<file path="src/rtl/load_store_unit.sv">
// Load/store unit: accepts one core request at a time, checks alignment,
// size and range, performs byte/half/word loads with extension, and does
// read-modify-write for sub-word stores against a single-port word memory.
module load_store_unit #(
  parameter int unsigned MEM_WORDS = 32'd1024
) (
  input  logic        clk,
  input  logic        reset,
  input  logic        req_valid,
  output logic        req_ready,
  input  logic        req_we,
  input  logic [1:0]  req_size,
  input  logic        req_unsigned,
  input  logic [31:0] req_addr,
  input  logic [31:0] req_wdata,
  output logic        resp_valid,
  output logic [31:0] resp_rdata,
  output logic        resp_err,
  output logic        mem_rd_en,
  output logic        mem_wr_en,
  output logic [31:0] mem_addr,
  output logic [31:0] mem_wdata,
  input  logic [31:0] mem_rdata
);

  typedef enum logic [1:0] {
    IDLE  = 2'd0,
    READ  = 2'd1,
    WRITE = 2'd2,
    RESP  = 2'd3
  } state_t;

  state_t      r_state;
  state_t      w_next_state;
  logic [31:0] r_addr;
  logic [1:0]  r_lane;
  logic [1:0]  r_size;
  logic        r_unsigned;
  logic        r_we;
  logic [31:0] r_wdata;
  logic [31:0] r_mem_wdata;
  logic [31:0] r_rdata;
  logic        r_err;
  logic [31:0] w_word_idx;
  logic        w_req_err;

  // Little-endian extraction of the addressed byte/half with sign/zero extension.
  function automatic logic [31:0] load_extract(input logic [31:0] word, input logic [1:0] lane,
                                               input logic [1:0] size, input logic uns);
    logic [7:0]  b;
    logic [15:0] h;
    logic [31:0] res;
    case (lane)
      2'd0:    b = word[7:0];
      2'd1:    b = word[15:8];
      2'd2:    b = word[23:16];
      2'd3:    b = word[31:24];
      default: b = 8'h00;
    endcase
    h = lane[1] ? word[31:16] : word[15:0];
    case (size)
      2'b00:   res = uns ? {24'h000000, b} : {{24{b[7]}}, b};
      2'b01:   res = uns ? {16'h0000, h} : {{16{h[15]}}, h};
      2'b10:   res = word;
      default: res = 32'h0000_0000;
    endcase
    return res;
  endfunction

  // Replaces only the addressed byte/half of the read word with store data.
  function automatic logic [31:0] store_merge(input logic [31:0] word, input logic [31:0] wd,
                                              input logic [1:0] lane, input logic [1:0] size);
    logic [31:0] res;
    res = word;
    case (size)
      2'b00: begin
        case (lane)
          2'd0:    res[7:0]   = wd[7:0];
          2'd1:    res[15:8]  = wd[7:0];
          2'd2:    res[23:16] = wd[7:0];
          2'd3:    res[31:24] = wd[7:0];
          default: res = word;
        endcase
      end
      2'b01: begin
        if (lane[1]) begin
          res[31:16] = wd[15:0];
        end else begin
          res[15:0] = wd[15:0];
        end
      end
      2'b10:   res = wd;
      default: res = word;
    endcase
    return res;
  endfunction

  assign w_word_idx = {2'b00, req_addr[31:2]};

  // Request legality: illegal size, misalignment, or word index past the memory.
  always_comb begin
    w_req_err = 1'b0;
    case (req_size)
      2'b00:   w_req_err = 1'b0;
      2'b01:   w_req_err = req_addr[0];
      2'b10:   w_req_err = (req_addr[1:0] != 2'b00);
      default: w_req_err = 1'b1;
    endcase
    if (w_word_idx >= MEM_WORDS) begin
      w_req_err = 1'b1;
    end else begin
      w_req_err = w_req_err;
    end
  end

  // Next-state logic; word stores skip the read, sub-word stores read first.
  always_comb begin
    w_next_state = r_state;
    case (r_state)
      IDLE: begin
        if (req_valid) begin
          if (w_req_err) begin
            w_next_state = RESP;
          end else if (req_we && (req_size == 2'b10)) begin
            w_next_state = WRITE;
          end else begin
            w_next_state = READ;
          end
        end else begin
          w_next_state = IDLE;
        end
      end
      READ:    w_next_state = r_we ? WRITE : RESP;
      WRITE:   w_next_state = RESP;
      RESP:    w_next_state = IDLE;
      default: w_next_state = IDLE;
    endcase
  end

  // State register.
  always_ff @(posedge clk) begin
    if (reset) begin
      r_state <= IDLE;
    end else begin
      r_state <= w_next_state;
    end
  end

  // Request latching at accept, then load result or merged store word at the end of READ.
  always_ff @(posedge clk) begin
    if (reset) begin
      r_addr      <= 32'h0000_0000;
      r_lane      <= 2'b00;
      r_size      <= 2'b00;
      r_unsigned  <= 1'b0;
      r_we        <= 1'b0;
      r_wdata     <= 32'h0000_0000;
      r_mem_wdata <= 32'h0000_0000;
      r_rdata     <= 32'h0000_0000;
      r_err       <= 1'b0;
    end else begin
      case (r_state)
        IDLE: begin
          if (req_valid) begin
            r_addr      <= w_word_idx;
            r_lane      <= req_addr[1:0];
            r_size      <= req_size;
            r_unsigned  <= req_unsigned;
            r_we        <= req_we;
            r_wdata     <= req_wdata;
            r_mem_wdata <= req_wdata;
            r_rdata     <= 32'h0000_0000;
            r_err       <= w_req_err;
          end
        end
        READ: begin
          if (r_we) begin
            r_mem_wdata <= store_merge(mem_rdata, r_wdata, r_lane, r_size);
          end else begin
            r_rdata <= load_extract(mem_rdata, r_lane, r_size, r_unsigned);
          end
        end
        default: begin
          r_rdata <= r_rdata;
        end
      endcase
    end
  end

  // Enables and handshakes decode from state; reset blanks them within the same cycle.
  assign req_ready  = (r_state == IDLE)  && !reset;
  assign mem_rd_en  = (r_state == READ)  && !reset;
  assign mem_wr_en  = (r_state == WRITE) && !reset;
  assign resp_valid = (r_state == RESP)  && !reset;
  assign resp_err   = r_err;
  assign resp_rdata = r_rdata;
  assign mem_addr   = r_addr;
  assign mem_wdata  = r_mem_wdata;

endmodule

</file>
<file path="config.mk">
export PLATFORM = sky130hd
export DESIGN_NAME = load_store_unit
export DESIGN_NICKNAME = d
export VERILOG_FILES = /design/src/rtl/load_store_unit.sv
export SDC_FILE = /design/constraint.sdc
export NUM_CORES = 1
export LEC_CHECK = 0
export ABC_AREA = 0
export CAP_MARGIN = 5
export CORE_MARGIN = 2
export CORE_UTILIZATION = 30
export CTS_BUF_LIST = sky130_fd_sc_hd__clkbuf_4
export DETAILED_ROUTE_END_ITERATION = 12
export SYNTH_ARGS = -nofsm -noshare
export SYNTH_HDL_FRONTEND = slang
export SYNTH_SLANG_ARGS = --single-unit
</file>
<file path="constraint.sdc">
create_clock -name clk -period 2.6 [get_ports clk]
set_input_delay 0.39 -clock clk [delete_from_list [all_inputs] [get_ports clk]]
set_output_delay 0.39 -clock clk [all_outputs]
set_load 0.01 [all_outputs]
</file>
[Word-level counts from Yosys, hierarchy flattened]
Index checks and enable logic that the tools add are counted.
Storage, ports and cells
  output and inout port bits: 101
  RAM bits: 0
  register bits: 135
  bits in latches: 0
  logic and storage cells: 64
  bits of input ports: 103
  memories: 0
  memory bits (read-only): 0
Operators by class
  $add $sub $neg: 0
  bitwise operators: 0
  equal/unequal tests: 13
  shift-type cells: 0
  reduce and logical (&&, ||, !) cells: 15
  $mul: 0
  muxes and demuxes: 25
  divide/modulo/power cells: 0
  $lt $le $gt $ge: 1
Operators with widths (count)
  $mux W32: 6
  $pmux W32 S3: 2
  $pmux W32 S2: 2
  $mux W16: 3
  $mux W8: 4
  $pmux W8 S4: 1
  $ge A30 B11 Y1 const B: 1
  $eq A2 B2 Y1 const B: 6
  $eq A2 B1 Y1 const B: 4
  $logic_not A2 Y1: 4
  $pmux W2 S4: 1
  $mux W2: 3
  $ne A2 B2 Y1 const B: 3
  $reduce_and A3 Y1: 2
  $logic_and A1 B1 Y1: 5
  $reduce_bool A2 Y1: 2
  $pmux W1 S3: 1
  $mux W1: 2
  $reduce_and A2 Y1: 1
  $logic_not A1 Y1: 1

[Depth between registers and ports, before layout]
Gate-level depths: netlist of run 1.
  depth after elaboration: 6
  depth in mapped cells: 9

[Worst setup path before layout of run 1]
Ideal clock, no wire load.
  kind: flip-flop to flip-flop
  from: register r_state[1]
  to: register r_mem_wdata[10] (netlist: mem_wdata[10])
  library setup time: 0.119 ns
  slack: 0.762 ns
  data required time: 2.481 ns
  buffers on the path: 3
  stages on the path, launching flop included: 9
  arrival: 1.719 ns
  path through: dfxtp_1 > inv_1 > ha_1 > buf_2 > mux2_2 > and2_1 > buf_2 > clkbuf_1 > o221a_2
Between the ends
  cells in the longest elaborated chain, start to end: 3
  elaborated cells between the ends (all ways): 7
  those cells by class: eq/ne: 3; mux: 1; reduce/logical: 3
RTL lines
  start, declared: line 33  | state_t r_state;
  start signal, assigned: line 145  | r_state <= w_next_state;
  $eq A2 B1 Y1 / $logic_not A2 Y1 (equally long branches): line 162  | case (r_state)
  $ne A2 B2 Y1 (no source line) / $reduce_bool A2 Y1 (equally long branches)
  $reduce_and A3 Y1 (no source line)
  end signal, assigned: line 171  | r_mem_wdata <= req_wdata;
  end signal, assigned: line 178  | r_mem_wdata <= store_merge(mem_rdata, r_wdata, r_lane, r_size);
  end, declared: line 41  | logic [31:0] r_mem_wdata;
Several ways; a longest one is shown, not always the timed one.
A chain may end at the register's enable or synchronous reset.

[Final worst setup path of run 1]
  from: register r_state[1]
  to: output mem_rd_en
Between the ends
  cells in the longest elaborated chain, start to end: 2
RTL lines
  $eq A2 B1 Y1: line 192  | assign mem_rd_en = (r_state == READ) && !reset;
  $logic_and A1 B1 Y1: line 192
  end, declared: line 19  | output logic mem_rd_en,
Every way passes these cells.

==> key figures, run 1 <==
Detailed routing
  – Antenna violation net count after detailed routing: 0
  – Via Count: just under 7,000
  – TritonRoute pass-1 iters: 7
  – DRC Markers: 0
  – DRT iter0 DRCs: about 640
  – WL final: between 20,000 and 30,000 um
  – DR WL/cell: between 20 and 25 um
  – DR vias/cell: about 5.4

Power
  – VDD IR-drop max: ~0.00032 V
  – Switching part of the total: 0.331
  – Sequential share of power: 0.425
  – Comb pwr share: 0.302
  – Clock power frac: 0.273
  – Net Sw Power: approximately 1.9 mW
  – Internal: a little under 4 mW
  – Pleak: 3.08 nW
  – Power per cell area: around 630 mW/mm^2

GRT
  – Initial antenna violation count: 1
  – First-pass GRT wire length: 38,100 um
  – Number of global-route vias before repair: 6,399
  – Overflow after GRT: 0
  – Largest net degree at the start of global routing: between 40 and 50
  – GRT Util Overall: 0.220

Run status
  – Status: completed

Worst setup path
  – Worst setup EP type: primary output
  – Cell Chain, Critical Path: inv_1, ha_1, inv_2, nor2_2, clkdlybuf4s50_1
  – WP data required: roughly 2200 ps
  – Worst-path fanout max: 5
  – Slowest stage delay, CP: about 570 ps
  – Crit Path Class: register to primary output
  – Crit-path slowest cell: clkdlybuf4s50_1
  – Startpoint types: register
  – Arrival @ worst endpoint: just over 2000 ps

Layout
  – Commonest non-fill, non-tap cell in the layout: clkdlybuf4s50_1
  – Commonest non-fill, non-tap cells in the layout: 200 x clkdlybuf4s50_1, 168 x nand2_1, 135 x dfxtp_1
  – Fill cells: between 2,000 and 2,500
  – Final Util: 0.423
  – Multi-input gate area: 0.00351 sq mm
  – Final nets: roughly 1,100
  – Layout cells sized above 1: 0.0913
  – Area growth syn-to-layout: 39.7%
  – Seq. cell area: about 0.0027 sq mm

Placement
  – DPL Wire Length: 18,500 um
  – GPL Wtd Cong: around 0.9
  – IO buf count: 201

Clock network
  – Clock transition at the registers of the reported paths: between 100 and 150 ps
  – CTS Buffer Depth: 2
  – Htree depth: 4
  – TritonCTS clock tree: done
  – CTS sink count: 135
  – Root Buffer: clkbuf_4
  – Post-CTS setup buffers: 0
  – Number of buffers created by CTS: 17
  – Clk Latency, worst-skew pair: 550 ps

Synthesis
  – Post-synthesis register bit count: roughly 140
  – Most used DFF post-synth: dfxtp_1
  – Sequential area share after synthesis: 0.412
  – Syn Inst Count: roughly 810
  – Post-synth EDFFs: 0
  – Synth async-reset ratio: 0
  – Yosys Warn Count: 0
  – Syn Area/Cell: 8.11 sq um
  – Mapped cell area: 0.00655 sq mm
  – Count of cell types in the netlist: 53

Floorplanning
  – Height of the die: 152 um
  – Die ar.: 0.0230 sq mm
  – Rows: 54
  – Starting Density: 0.303
  – Core Region: 0.0216 sq mm
  – I/O pin cnt: ~200
  – Chip width: 152 um

STA
  – Relative slew slack: 0.528
  – Worst slew pin tran: about 700 ps
  – Min cycle time layout: roughly 2500 ps
  – Achievable Freq: just over 0.4 GHz
  – Final Setup Violations: 0
  – Setup_tns: 0 ps
  – Fin. Hold Viols: 0
  – Layout Skew: about 14 ps
  – Final Max Slew Viols: 0
  – RSZ-0062 raised after global routing: no
  – Hold Slack: around 180 ps
  – Fin crit share: 0.946

Flow run
  – Max Cap Viol: 0

Worst hold path
  – HP Class: primary input to register
## power groups by stage
stage	clock network, mW	registers, mW	logic, mW
final	1.57	2.44	1.74
after global routing	1.69	2.47	1.88
after CTS	1.60	2.44	1.74
after detailed placement	0	2.49	1.73
after global placement	0	2.49	1.72
after floorplan	0	2.51	0.843
## final timing paths
path                                   from                         end  slack, ps  depth (start not counted)
setup reg to reg     r_size[1]$_SDFFE_PP0P_  mem_wdata[29]$_SDFFE_PP0P_        490                          5
hold reg to reg   mem_addr[12]$_SDFFE_PP0P_   mem_addr[12]$_SDFFE_PP0P_        460                          2
setup / recovery      r_state[1]$_SDFF_PP0_                   mem_rd_en        140                          5
hold / removal                        reset   mem_addr[26]$_SDFFE_PP0P_        180                          2
## layer usage
| layer | vias to the layer above | global-route usage | wire length (um) |
|---|---|---|---|
| met5 | - | 0 | 0 |
| met4 | 0 | 0.0644 | 429 |
| met1 | 3263 | 0.306 | 11300 |
| li1 | 3307 | - | - |
| met3 | 27 | 0.0461 | 1910 |
| met2 | 268 | 0.345 | 12000 |
## critical path: cells and delay by family, from the launching register on
kind | cells | cell delay [ps]
buffers and inverters | 3 | 770
DFF | 1 | 350
adders and majority gates | 1 | 210
and+or+nand+nor | 1 | 190
## final cells by class
cell class	count	area share
multi-input cells	593	0.383
flip-flops and latches	135	0.295
repair buffers	232	0.248
clock buffers	19	0.0156
well taps	280	0.0383
clock inverters	12	0.0174
inverters	6	0.00246
diodes	2	0.000547
## repair_timing
action,CTS,global route
endpoints found under the setup margin,0,1
hold buffers,0,0
gates resized for setup,0,1
## logic make-up after synthesis
group,synth area share
flip-flops,0.412
other,0.000572
AO/OA/AOI/OAI,0.332
multiplexers,0.0157
AND/OR/NAND/NOR,0.178
adder cells (fa/ha/maj),0.00764
buffers and inverters,0.0540
## synthesized netlist by cell type, types with 9 or more instances
library cell	instances	area (sq um)
a211oi_1	31	233
a21oi_1	116	581
a221o_1	24	240
a221oi_1	15	131
a22oi_1	24	180
buf_2	25	125
clkbuf_1	41	154
dfxtp_1	135	2700
nand2_1	169	634
nand2b_1	10	62.6
nand3_1	10	50.1
nand3b_1	9	67.6
nor2_1	35	131
nor2b_1	9	56.3
o21ai_0	43	215
o221a_2	15	169
## registers in the layout, indices dropped and copies added (netlist names)
register,cells
r_state,2
r_size,2
mem_wdata,32
resp_err,1
r_lane,2
r_we,1
resp_rdata,32
r_wdata,32
r_unsigned,1
mem_addr,30
## stage by stage
stage | worst slack [ps] | total power, mW | area [sq um] | std cells
finish | 140 | 5.75 | 9160 | 1279
global placement | 471 | 4.21 | 8850 | 1246
floorplan | 762 | 3.35 | 6560 | 809
detailed placement | 454 | 4.21 | 8850 | 1246
CTS | 55.7 | 5.77 | 9150 | 1277
global route | 5.07 | 6.04 | 9150 | 1278
Note: power is estimated with default switching activity, not from simulation.
==> run 2, diff against run 1 <==
CORE_MARGIN = 4   (was 2)
CTS_CLUSTER_SIZE = 14   (was unset)
==> key figures, run 2 (synthesis results as in run 1) <==
Detailed routing
  – DR WL/cell: 20.4 um (+2.0%)
  – DRC Markers: 0 (unchanged)
  – WL final: 26,000 um (+1.5%)
  – TritonRoute pass-1 iters: 5 (-2)
  – DR vias/cell: 5.44 (+1.4%)
  – Via Count: 6,923 (+0.84%)
  – Antenna violation net count after detailed routing: 0 (unchanged)
  – DRT iter0 DRCs: 735 (+16%)

Worst setup path
  – Worst-path fanout max: 8 (+3)
  – Crit-path slowest cell: clkdlybuf4s50_1
  – Reg2reg start: r_size[0]$_SDFFE_PP0P_
  – Crit Path Class: register to primary output
  – Cell Chain, Critical Path: inv_1, ha_2, inv_2, nor2_2, clkdlybuf4s50_1
  – Worst flop-to-flop path endpoint: mem_wdata[21]$_SDFFE_PP0P_
  – WP data required: 2210 ps (about the same)
  – Slowest stage delay, CP: 550 ps (-20 ps)
  – Startpoint types: register
  – Worst setup EP type: primary output
  – FF-to-FF path depth: 5 (unchanged)
  – Internal reg-to-reg setup slack: 520 ps (+30 ps)
  – Arrival @ worst endpoint: 2060 ps (about the same)

GRT
  – First-pass GRT wire length: 38,800 um (+1.7%)
  – Number of global-route vias before repair: 6,396 (-0.047%)
  – GRT Util Overall: 0.207 (-0.0139)
  – Largest net degree at the start of global routing: 59 (+26%)
  – Initial antenna violation count: 3 (+2)
  – Overflow after GRT: 0 (unchanged)

Floorplanning
  – Die ar.: 0.0243 sq mm (+5.3%)
  – Rows: 53 (-1.9%)
  – Chip width: 156 um (+2.6%)
  – Height of the die: 156 um (+2.6%)
  – I/O pin cnt: 204 (unchanged)
  – Core Region: 0.0212 sq mm (-1.9%)
  – Starting Density: 0.309 (+0.00572)

STA
  – Fin crit share: 0.941 (-0.00520)
  – Final Setup Violations: 0 (unchanged)
  – Fin. Hold Viols: 0 (unchanged)
  – Layout Skew: 18.9 ps (+4.88 ps)
  – Min cycle time layout: 2450 ps (-13.5 ps)
  – Setup_tns: 0 ps (unchanged)
  – RSZ-0062 raised after global routing: no
  – Achievable Freq: 0.409 GHz (+0.55%)
  – Worst slew pin tran: 769 ps (+61.7 ps)
  – Post-route setup slack: 153 ps (+13.5 ps)
  – Relative slew slack: 0.486 (-0.0412)
  – Final Max Slew Viols: 0 (unchanged)

Worst hold path
  – Worst Hold Path Cells: 2 (unchanged)
  – Worst Hold Launch: reset
  – HP Class: primary input to register
  – WHS Endpoint: resp_rdata[19]$_SDFFE_PP0P_

Clock network
  – Clock transition at the registers of the reported paths: 130 ps (about the same)
  – CTS sink count: 135 (unchanged)
  – Htree depth: 4 (unchanged)
  – Post-CTS setup buffers: 0 (unchanged)
  – TritonCTS clock tree: done
  – Clk Latency, worst-skew pair: 550 ps (about the same)
  – Root Buffer: clkbuf_4
  – CTS Buffer Depth: 2 (unchanged)
  – Number of buffers created by CTS: 17 (unchanged)

Placement
  – Pre-CTS WS: 434 ps (-20.2 ps)
  – GPL Wtd Cong: 0.885 (-1.8%)
  – IO buf count: 201 (unchanged)
  – DPL Wire Length: 19,100 um (+3.2%)

Layout
  – Layout cells sized above 1: 0.0964 (+0.00511)
  – Commonest non-fill, non-tap cell in the layout: clkdlybuf4s50_1
  – Area growth syn-to-layout: 39.4%
  – Commonest non-fill, non-tap cells in the layout: 200 x clkdlybuf4s50_1, 168 x nand2_1, 135 x dfxtp_1
  – Final nets: 1,091 (-0.092%)

Power
  – Pleak: 3.07 nW (-0.29%)
  – VDD IR-drop max: 0.000280 V (-12%)
  – Power per cell area: 611 mW/mm^2 (-2.7%)

Run status
  – Status: completed

Flow run
  – Max Cap Viol: 0 (unchanged)
## run 2: metal layers
metal	wire, um	GRT usage	up-vias
li1	-	-	3299
met1	11300	0.285	3250
met2	11600	0.306	323
met3	2430	0.0624	47
met4	665	0.0742	4
met5	27	0	-
## run 2: repair_timing
| item | 4_1_cts | 5_1_grt |
|---|---|---|
| resized for setup | 0 | 2 |
| endpoints found under the setup margin | 0 | 1 |
| hold buffers | 0 | 0 |
## run 2: worst max-delay path, delay by kind of cell, from the launching register on
| family | cells | cell delay (ps) |
|---|---|---|
| simple gates | 1 | 170 |
| flops | 1 | 340 |
| buf+inv | 3 | 780 |
| fa+ha+maj | 1 | 220 |
## run 2: through the flow
stage	hold WS [ps]	instances	instance area (sq um)	total power, mW	utilization
6_report	274	1272	9130	5.58	0.430
5_1_grt	230	1272	9130	5.87	0.430
4_1_cts	218	1271	9130	5.61	0.430
3_5_place_dp	446	1240	8860	4.23	0.417
3_3_place_gp	441	1240	8860	4.22	0.417
2_1_floorplan	436	809	6560	3.35	-
## run 2: final cells by class
class,count,area [sq um]
fillers,2232,12100
multi-input cells,593,3510
flip-flops and latches,135,2700
repair buffers,231,2280
well taps,275,344
clock buffers,18,135
clock inverters,13,134
inverters,6,22.5
diodes,1,2.50
## run 2: power breakdown
part | internal [mW] | switching [mW]
Sequential | 2.28 | 0.166
Combinational | 0.812 | 0.937
Clock | 0.569 | 0.815
Total | 3.66 | 1.92
## run 2: worst max path at each step
stage,start,endpoint
floorplan,r_state[1]$_SDFF_PP0_,mem_wdata[10]$_SDFFE_PP0P_
CTS,r_state[1]$_SDFF_PP0_,mem_rd_en
global placement,mem_rdata[23],resp_rdata[12]$_SDFFE_PP0P_
detailed placement,mem_rdata[23],resp_rdata[15]$_SDFFE_PP0P_
finish,r_state[1]$_SDFF_PP0_,mem_rd_en
global route,r_state[1]$_SDFF_PP0_,mem_rd_en
